## config.mk

```make
export PLATFORM = sky130hd
export DESIGN_NAME = pc_fetch_unit
export DESIGN_NICKNAME = d
export VERILOG_FILES = /design/src/rtl/pc_fetch_unit.sv
export SDC_FILE = /design/constraint.sdc
export NUM_CORES = 1
export LEC_CHECK = 0
export BUFFER_PORTS_ARGS = -buffer_cell sky130_fd_sc_hd__buf_4
export CORE_MARGIN = 2
export CORE_UTILIZATION = 50
export DETAILED_ROUTE_END_ITERATION = 7
export GPL_TIMING_DRIVEN = 0
export PLACE_DENSITY = 0.79
export SLEW_MARGIN = 20
export SYNTH_ARGS = -nofsm -noshare
export SYNTH_HDL_FRONTEND = slang
export SYNTH_SLANG_ARGS = --single-unit
```

## constraint.sdc

```tcl
create_clock -name clk -period 4.7 [get_ports clk]
set_input_delay 0.94 -clock clk [delete_from_list [all_inputs] [get_ports clk]]
set_output_delay 0.94 -clock clk [all_outputs]
set_load 0.01 [all_outputs]
```

## src/rtl/pc_fetch_unit.sv

```systemverilog
// ============================================================================
// Module   : pc_fetch_unit
// Purpose  : RV32I program counter, imem fetch handshake, misaligned-target halt
// Revision : 1.0 - initial release
// ============================================================================
`default_nettype none

module pc_fetch_unit #(
  parameter logic [31:0] RESET_PC = 32'h0000_0000
) (
  input  logic        clk,
  input  logic        rst,
  input  logic        nextPCSrc,
  input  logic [31:0] alu_res,
  input  logic        stall,
  input  logic        imem_rdy,
  output logic [31:0] pc,
  output logic [31:0] pc_plus4,
  output logic        imem_req,
  output logic        halted,
  output logic        misaligned,
  output logic [31:0] fault_addr,
  output logic [31:0] instret
);

  typedef enum logic [1:0] {
    ST_BOOT  = 2'd0,
    ST_FETCH = 2'd1,
    ST_HALT  = 2'd2
  } state_t;

  state_t      r_state;
  state_t      w_state_nxt;
  logic [31:0] r_pc;
  logic [31:0] r_instret;
  logic [31:0] r_fault_addr;
  logic        r_misaligned;
  logic        w_retire;
  logic        w_fault;
  logic        w_advance;
  logic [31:0] w_pc_plus4;

  assign w_pc_plus4 = r_pc + 32'd4;

  // stall outranks imem_rdy, so a stalled cycle never reaches the fault check
  always_comb begin
    w_state_nxt = r_state;
    w_retire    = 1'b0;
    w_fault     = 1'b0;
    w_advance   = 1'b0;
    case (r_state)
      ST_BOOT:  w_state_nxt = ST_FETCH;
      ST_FETCH: begin
        w_retire  = imem_rdy && !stall;
        w_fault   = w_retire && nextPCSrc && (alu_res[1:0] != 2'b00);
        w_advance = w_retire && !w_fault;
        if (w_fault) w_state_nxt = ST_HALT;
      end
      ST_HALT:  w_state_nxt = ST_HALT;
      default:  w_state_nxt = ST_BOOT;
    endcase
  end

  always_ff @(posedge clk or posedge rst) begin
    if (rst) begin
      r_state      <= ST_BOOT;
      r_pc         <= RESET_PC;
      r_instret    <= 32'd0;
      r_fault_addr <= 32'd0;
      r_misaligned <= 1'b0;
    end else begin
      r_state <= w_state_nxt;
      if (w_advance) begin
        r_pc      <= nextPCSrc ? alu_res : w_pc_plus4;
        r_instret <= r_instret + 32'd1;
      end
      if (w_fault) begin
        r_fault_addr <= alu_res;
        r_misaligned <= 1'b1;
      end
    end
  end

  assign pc         = r_pc;
  assign pc_plus4   = w_pc_plus4;
  assign imem_req   = (r_state == ST_FETCH);
  assign halted     = (r_state == ST_HALT);
  assign misaligned = r_misaligned;
  assign fault_addr = r_fault_addr;
  assign instret    = r_instret;

endmodule

`default_nettype wire

```

==> results.yml, run 1 <==
floorplan:
  placeableCoreArea_mm2: 0.009819
  die_h_um: 104.6
  initial_utilization_pct: 51.57
  pin_count: 168
  fp.dieW_um: 104.6
  rows: 36
  die-area_mm2: 0.01095
cts:
  cts_tree: "built"
  post_cts_buffers: 0
  htreeDepth: 3
  clk_latency_ps: 360
  cts.sinks: 99
  cts_buffers: 9
  cts_buffer_depth: 2
  cts_resized: 0
  cts_hold_buf: 0
  path_clk_slew_ps: 90
  cts_root_buf: "clkbuf_8"
detailed_routing:
  num_vias: 4617
  wirelength_mm: 14.43
  drt_iter0_drc: 337
  detail_route.wl_per_cell_um: 17.62
  drt-pass1-iter-count: 5
  vias_per_cell: 5.637
  drc: 0
  ant_nets: 0
cells_and_area:
  n_antenna_cell: 0
  seq_area_mm2: 0.002477
  stdcell_count: 819
  multi_input_area_mm2: 0.002390
  drive_gt1_share_pct: 32.65
  area_growth_pct: 32.54
  nets: 723
  num-fill-cells: 812
global_route:
  grt_use_total_pct: 26.32
  grt_overflow: 0
  grt_pass1_vias: 4537
  antenna_found_initial: 0
  grt_max_degree: 64
  grt_first_pass_wirelength_mm: 23.15
setup_path:
  crit_arrival_ps: 2830
  crit_fanout: 9
  rrSetupSlack_ps: 1990
  critical_path_class: "reg -> out"
  critPathCaptureType: "output pin"
  endpoint: "pc_plus4[29]"
  critPathLaunch: "pc[9]$_DFFE_PP0P_"
  rr_worst_depth: 8
  rr_endpoint: "pc[10]$_DFFE_PP0P_"
  r2r_start: "r_state[1]$_DFFE_PP0P_"
  crit_required_ps: 3760
  start_kind: "register"
sta:
  fmax_mhz: 264.9
  tightest_slew_ps: 721.2
  finalHoldViolations: 0
  grt_setup_unrepaired: "no"
  tns_ps: 0
  fin_crit_sh_pct: 80.31
  drv_slew: 0
  maxSlewHeadroom_pct: 51.92
  skew_ps: 12.68
  timing.hold.ws_ps: 484.6
  setup_violations: 0
  fin_crit_ps: 3774
synthesis:
  synth_edf_count: 0
  yosysUniqueCellTypes: 44
  async_reset_ff_share_pct: 100.0
  synth_nets: 545
  syn_avg_cell_area_um2: 10.07
  synth_top_area_share_pct: 48.93
  yosysWarnings: 0
  synth.largest_area_cell: "dfrtp_1"
  ys_top_cells_by_area: "dfrtp_1, mux2_2, xnor2_1"
  ys_seq_elements: 99
  yosysSeqAreaShare_pct: 48.93
  synth_area_mm2: 0.005064
  syn_inst: 503
  ys.flop_type: "dfrtp_1"
pwr:
  peakVddDrop_v: 0.0003780
  leakage_uw: 0.003198
  power_density_mw_per_mm2: 474.7
  total_power_uw: 3186
placement:
  port_buffers: 166
  place.gp.congestion: 0.8383
  dp_cells: 803
  dp_hpwl_mm: 10.56
flow_run:
  max_cap_violations: 0
worst_hold_path:
  min_path_type: "reg -> reg"
status:
  outcome: "complete, no violations"
-- routing by layer --
layer | wire, µm | GRT usage (%)
met1 | 5734 | 33.93
met2 | 6978 | 42.30
met3 | 1350 | 6.301
met4 | 366 | 11.71
met5 | 0 | 0
-- cells in the final DEF (no fill, tap or decap), types with 9 or more instances in the layout --
master	instances
buf_4	168
dfrtp_1	99
nand3_1	38
nand2_1	34
nor2_1	33
mux2_2	32
xnor2_1	30
xor2_1	29
clkbuf_1	23
nor3_1	23
o21ai_0	19
inv_1	17
nand4_1	16
and3_1	15
a21oi_1	11
clkbuf_8	10
nor4_1	9
-- cells by family after synthesis --
| kind of cell | share of synthesized area [%] |
|---|---|
| muxes | 8.500 |
| DFF | 48.93 |
| adders and majority gates | 1.235 |
| AOI/OAI and AO/OA | 8.105 |
| xor gates and xnor gates | 10.20 |
| and+or+nand+nor | 19.15 |
| buffers and inverters | 3.879 |
-- area by class of cell --
class | count | share of cell area [%]
Clock inverter | 6 | 0.9694
Inverter | 19 | 1.137
Timing Repair Buffer | 167 | 18.98
Clock buffer | 10 | 2.051
Multi-Input combinational cell | 356 | 35.61
Sequential cell | 99 | 36.91
Tap cell | 133 | 2.479
Buffer | 29 | 1.864
-- synth_stat cells (all sizes together) (15+ instances only) --
library cell  instances
xor2                 29
nor2                 33
inv                  18
o21ai                19
and3                 15
xnor2                30
nand4                17
mux2                 32
nand3                38
dfrtp                99
nand2                34
nor3                 23
clkbuf               23
-- metrics by stage --
| stage | util [%] | cell area [µm²] | setup WS, ps |
|---|---|---|---|
| 3_5_place_dp | 66.28 | 6509 | 1396 |
| 4_1_cts | 68.35 | 6711 | 980.5 |
| 2_1_floorplan | - | 5064 | 1170 |
| 5_1_grt | 68.35 | 6711 | 835.0 |
| 6_report | 68.35 | 6711 | 925.6 |
| 3_3_place_gp | 65.95 | 6476 | -23.62 |
-- power by group --
part           internal, µW  leakage, µW  switching (µW)
Sequential             1090      0.00122             229
Clock                   261     0.000102             308
Combinational           683      0.00188             619
Total                  2030      0.00320            1160
-- worst min path at each step --
stage                                       start                      end  slack, ps  depth (start not counted)
after detailed placement   misaligned$_DFFE_PP0P_   misaligned$_DFFE_PP0P_        470                          1
final                      misaligned$_DFFE_PP0P_   misaligned$_DFFE_PP0P_        480                          1
after floorplan           instret[31]$_DFFE_PP0P_  instret[31]$_DFFE_PP0P_        500                          1
after global routing      instret[31]$_DFFE_PP0P_  instret[31]$_DFFE_PP0P_        510                          1
after global placement     misaligned$_DFFE_PP0P_   misaligned$_DFFE_PP0P_        460                          1
after CTS                  misaligned$_DFFE_PP0P_   misaligned$_DFFE_PP0P_        490                          1
-- state kept, by name, indices dropped and copies added (netlist names) --
signal and flops:
fault_addr 32, pc 32, instret 32, misaligned 1, r_state 2
-- critical path, stage by stage (launching register included) --
cell,delay [ps]
dfrtp_1,470
nand4_1,220
or4_1,520
clkbuf_1,240
nor4_1,640
xor2_1,230
buf_4,150
Power figures use the tool's default switching activity.
==> run 2, diff against run 1 <==
==> constraint.sdc (replaced) <==
create_clock -name clk -period 3.5 [get_ports clk]
set_input_delay 0.7 -clock clk [delete_from_list [all_inputs] [get_ports clk]]
set_output_delay 0.7 -clock clk [all_outputs]
set_load 0.01 [all_outputs]
==> results.yml, run 2 (synthesis gave the netlist of run 1 again) <==
setup_path:
  cp_slowest_cell: "or4_1"
  crit_required_ps: 2800
  max_stage_delay_ps: 520
  critPathCaptureType: "output pin"
  worstPathBufferInverterCount: 2
  critical_path_class: "reg -> out"
  crit_fanout: 9
  start_kind: "register"
  critical-path-top-delay-family: "simple AND/OR/NAND/NOR gates"
  crit_arrival_ps: 2700
  path_cells: "nand4_1, or4_1, clkbuf_1, nor4_1, xor2_1, buf_4"
sta:
  fin_crit_sh_pct: 97.00
  fmax_mhz: 294.5
  setup_ws_ps: 104.9
  tns_ps: 0
  drv_slew: 0
  tightest_slew_ps: 700.6
  grt_setup_unrepaired: "no"
  finalHoldViolations: 0
  skew_ps: 10.34
  maxSlewHeadroom_pct: 53.29
  fin_crit_ps: 3395
  setup_violations: 0
cts:
  cts_buffers: 9
  clk_latency_ps: 360
  cts_root_buf: "clkbuf_8"
  cts_hold_buf: 0
  cts_tree: "built"
  cts.sinks: 99
  path_clk_slew_ps: 100
  cts_buffer_depth: 2
  htreeDepth: 3
global_route:
  grt_use_total_pct: 26.32
  grt_overflow: 0
  grt_pass1_vias: 4537
  antenna_found_initial: 0
  grt_first_pass_wirelength_mm: 23.15
  grt_max_degree: 64
cells_and_area:
  nets: 723
  drive_gt1_share_pct: 33.38
  n_antenna_cell: 0
  final_cell_mix: "buf_4, dfrtp_1, nand3_1"
  area_growth_pct: 33.11
  final_common_cell: "buf_4"
placement:
  place.gp.congestion: 0.8383
  dp_hpwl_mm: 10.56
  dp_slack_ps: 436.4
  port_buffers: 166
detailed_routing:
  drt_iter0_drc: 297
  drc: 0
  ant_nets: 0
  detail_route.wl_per_cell_um: 17.69
  num_vias: 4670
  vias_per_cell: 5.702
  drt-pass1-iter-count: 5
  wirelength_mm: 14.49
pwr:
  leakage_uw: 0.003202
  peakVddDrop_v: 0.0005087
  power_density_mw_per_mm2: 636.9
floorplan:
  pin_count: 168
  die_h_um: 104.6
  placeableCoreArea_mm2: 0.009819
  fp.dieW_um: 104.6
  die-area_mm2: 0.01095
  rows: 36
  initial_utilization_pct: 51.57
worst_hold_path:
  min_path_type: "in -> async"
status:
  outcome: "complete, no violations"
flow_run:
  max_cap_violations: 0
## run 2: layout make-up
class,count,area (µm²)
Sequential cell,99,2477
Clock buffer,10,137.6
Multi-Input combinational cell,356,2419
Inverter,19,76.32
Timing Repair Buffer,167,1274
Buffer,29,125.1
Fill cell,808,3079
Clock inverter,6,65.06
Tap cell,133,166.4
## run 2: stage by stage
step	cells	area (µm²)	hold slack (ps)	total power, µW	utilization, %
after floorplan	503	5064	503.9	2583	-
final	819	6740	314.6	4293	68.64
after detailed placement	803	6509	465.9	3538	66.28
after global placement	802	6476	456.5	3480	65.95
after CTS	819	6711	315.5	4303	68.35
after global routing	819	6740	322.5	4560	68.64
## run 2: repair_timing
action	in CTS	in global routing
buffers inserted	0	0
gates resized for setup	0	5
endpoints found under the setup margin	0	4
## run 2: worst reg2reg max path: stages, from the launching register on
cell and delay (ps):
dfrtp_1 400, inv_1 90, ha_1 240, and3_1 180, clkbuf_1 260, clkbuf_1 460, clkbuf_1 570, o21ai_0 200
o21ai_0 180
## run 2: report_power, final
group          leakage (µW)  internal, µW  total (µW)  switching (µW)
combinational       0.00188           918        1760             842
clock              0.000102           351         765             414
sequential          0.00122          1460        1770             309
total               0.00320          2730        4290            1570
## run 2: final timing paths
kind	startpoint	end	slack, ps	depth (start not counted)
max	pc[9]$_DFFE_PP0P_	pc_plus4[27]	100	6
min	rst	instret[2]$_DFFE_PP0P_	310	2
max reg2reg	r_state[1]$_DFFE_PP0P_	pc[10]$_DFFE_PP0P_	840	8
min reg2reg	misaligned$_DFFE_PP0P_	misaligned$_DFFE_PP0P_	480	1
max in group asynchronous	rst	pc[7]$_DFFE_PP0P_	2550	3
min in group clk	misaligned$_DFFE_PP0P_	misaligned$_DFFE_PP0P_	480	1
## run 2: metal layers
| metal | vias up | share of wire (%) | GRT usage (%) |
|---|---|---|---|
| met5 | - | 0 | 0 |
| met4 | 0 | 3.0 | 11.71 |
| met3 | 30 | 9.0 | 6.301 |
| met2 | 240 | 48 | 42.30 |
| met1 | 2268 | 40 | 33.93 |
| li1 | 2132 | - | - |
==> run 3, diff against run 2 <==
--- a/config.mk
+++ b/config.mk
@@ -6,11 +6,13 @@
 export NUM_CORES = 1
 export LEC_CHECK = 0
 export BUFFER_PORTS_ARGS = -buffer_cell sky130_fd_sc_hd__buf_4
+export CORE_ASPECT_RATIO = 1.4
 export CORE_MARGIN = 2
-export CORE_UTILIZATION = 50
+export CORE_UTILIZATION = 46
 export DETAILED_ROUTE_END_ITERATION = 7
 export GPL_TIMING_DRIVEN = 0
-export PLACE_DENSITY = 0.79
+export PLACE_DENSITY = 0.77
+export SKIP_CTS_REPAIR_TIMING = 1
 export SLEW_MARGIN = 20
 export SYNTH_ARGS = -nofsm -noshare
 export SYNTH_HDL_FRONTEND = slang
==> constraint.sdc (replaced) <==
create_clock -name clk -period 2.8 [get_ports clk]
set_input_delay 0.56 -clock clk [delete_from_list [all_inputs] [get_ports clk]]
set_output_delay 0.56 -clock clk [all_outputs]
set_load 0.01 [all_outputs]
==> results.yml, run 3 (synthesis gave the netlist of run 1 again) <==
cts:
  cts_root_buf: "clkbuf_16"
  cts_buffer_depth: 2
  clk_latency_ps: 350
  cts_tree: "built"
  cts.sinks: 99
  cts_buffers: 9
  htreeDepth: 3
  path_clk_slew_ps: 80
setup_path:
  rr_endpoint: "pc[29]$_DFFE_PP0P_"
  start_kind: "register"
  worstPathBufferInverterCount: 2
  crit_arrival_ps: 2360
  critical_path_class: "reg -> out"
  critPathLaunch: "pc[10]$_DFFE_PP0P_"
  path_cells: "nand4_1, buf_4, or4_4, nor3_1, xor2_1, buf_4"
  critPathCaptureType: "output pin"
  crit_fanout: 5
  max_stage_delay_ps: 580
  rrSetupSlack_ps: 330
  cp_slowest_cell: "or4_4"
  worst-path-stages: 6
  crit_required_ps: 2240
  critical-path-top-delay-family: "simple AND/OR/NAND/NOR gates"
  crit_top_cell: "buf_4"
  r2r_start: "r_state[1]$_DFFE_PP0P_"
  endpoint: "pc_plus4[17]"
  rr_worst_depth: 8
global_route:
  grt_overflow: 0
  grt_use_total_pct: 25.35
  grt_pass1_vias: 4471
  grt_first_pass_wirelength_mm: 23.37
  antenna_found_initial: 0
  grt_max_degree: 36
placement:
  place.gp.congestion: 0.8683
  dp_slack_ps: -127.8
  port_buffers: 166
  placed_area_mm2: 0.006558
  dp_hpwl_mm: 11.35
  dp_cells: 813
sta:
  fmax_mhz: 342.7
  skew_ps: 11.89
  maxSlewHeadroom_pct: 47.21
  fin_crit_sh_pct: 104.2
  grt_setup_unrepaired: "yes"
  finalHoldViolations: 0
  fin_crit_ps: 2918
  tns_ps: -806.6
  setup_violations: 12
  timing.hold.ws_ps: 240.0
  setup_ws_ps: -117.7
  drv_slew: 0
  tightest_slew_ps: 791.1
detailed_routing:
  vias_per_cell: 5.635
  wirelength_mm: 15.71
  ant_nets: 0
  detail_route.wl_per_cell_um: 18.61
  drt-pass1-iter-count: 5
  drt_iter0_drc: 358
  drc: 0
  num_vias: 4756
cells_and_area:
  num-fill-cells: 869
  drive_gt1_share_pct: 38.83
  finalInstanceArea_mm2: 0.007192
  n_antenna_cell: 0
  final_common_cell: "buf_4"
  final_cell_mix: "buf_4, dfrtp_1, nand3_1"
  nets: 740
  area_growth_pct: 42.03
  stdcell_count: 844
pwr:
  power_density_mw_per_mm2: 824.3
  peakVddDrop_v: 0.0006532
  leakage_uw: 0.003385
floorplan:
  fp.dieW_um: 92.67
  die_h_um: 128.1
  rows: 45
  initial_utilization_pct: 46.84
  die-area_mm2: 0.01187
  pin_count: 168
  placeableCoreArea_mm2: 0.01081
status:
  outcome: "finished with violations"
  violations: "setup timing"
worst_hold_path:
  min_path_type: "in -> async"
flow_run:
  max_cap_violations: 0
[run 3: per-stage QoR]
step                      power, µW  util [%]
final                          5928     66.53
after global routing           6238     66.53
after CTS                      5728     63.51
after detailed placement       4436     60.66
after global placement         4349     60.03
after floorplan                3229         -
[run 3: cell type report]
cell class,instances,area [µm²],share of cell area [%]
buffer,26,126.4,1.757
clock buffer,9,225.2,3.132
clock inverter,7,82.58,1.148
inverter,19,75.07,1.044
multi-input combinational,357,2575,35.80
sequential,99,2490,34.62
tap,141,176.4,2.453
timing repair buffer,186,1441,20.04
[run 3: worst min-delay path by stage]
stage	start	end	slack (ps)	depth (start not counted)
detailed placement	misaligned$_DFFE_PP0P_	misaligned$_DFFE_PP0P_	470	1
floorplan	instret[31]$_DFFE_PP0P_	instret[31]$_DFFE_PP0P_	500	1
global placement	misaligned$_DFFE_PP0P_	misaligned$_DFFE_PP0P_	450	1
CTS	rst	fault_addr[15]$_DFFE_PP0P_	240	2
finish	rst	instret[5]$_DFFE_PP0P_	240	2
global route	rst	instret[5]$_DFFE_PP0P_	250	2
[run 3: where the power goes]
part	total (µW)	switching, µW	internal [µW]
clock network	1290	581	707
logic	2380	1130	1250
registers	2260	419	1840
[run 3: worst reg2reg max path, delay by kind of cell (launching register included)]
family | cells | cell delay [ps]
simple gates | 3 | 430
buf+inv | 4 | 1360
fa+ha+maj | 1 | 240
flops | 1 | 380
[run 3: metal layers]
| metal | GRT usage (%) | vias to the layer above | wire, µm |
|---|---|---|---|
| met5 | 0 | - | 0 |
| met4 | 10.29 | 0 | 436 |
| met3 | 5.467 | 43 | 1165 |
| met2 | 43.24 | 212 | 8131 |
| met1 | 31.23 | 2320 | 5976 |
| li1 | - | 2181 | - |
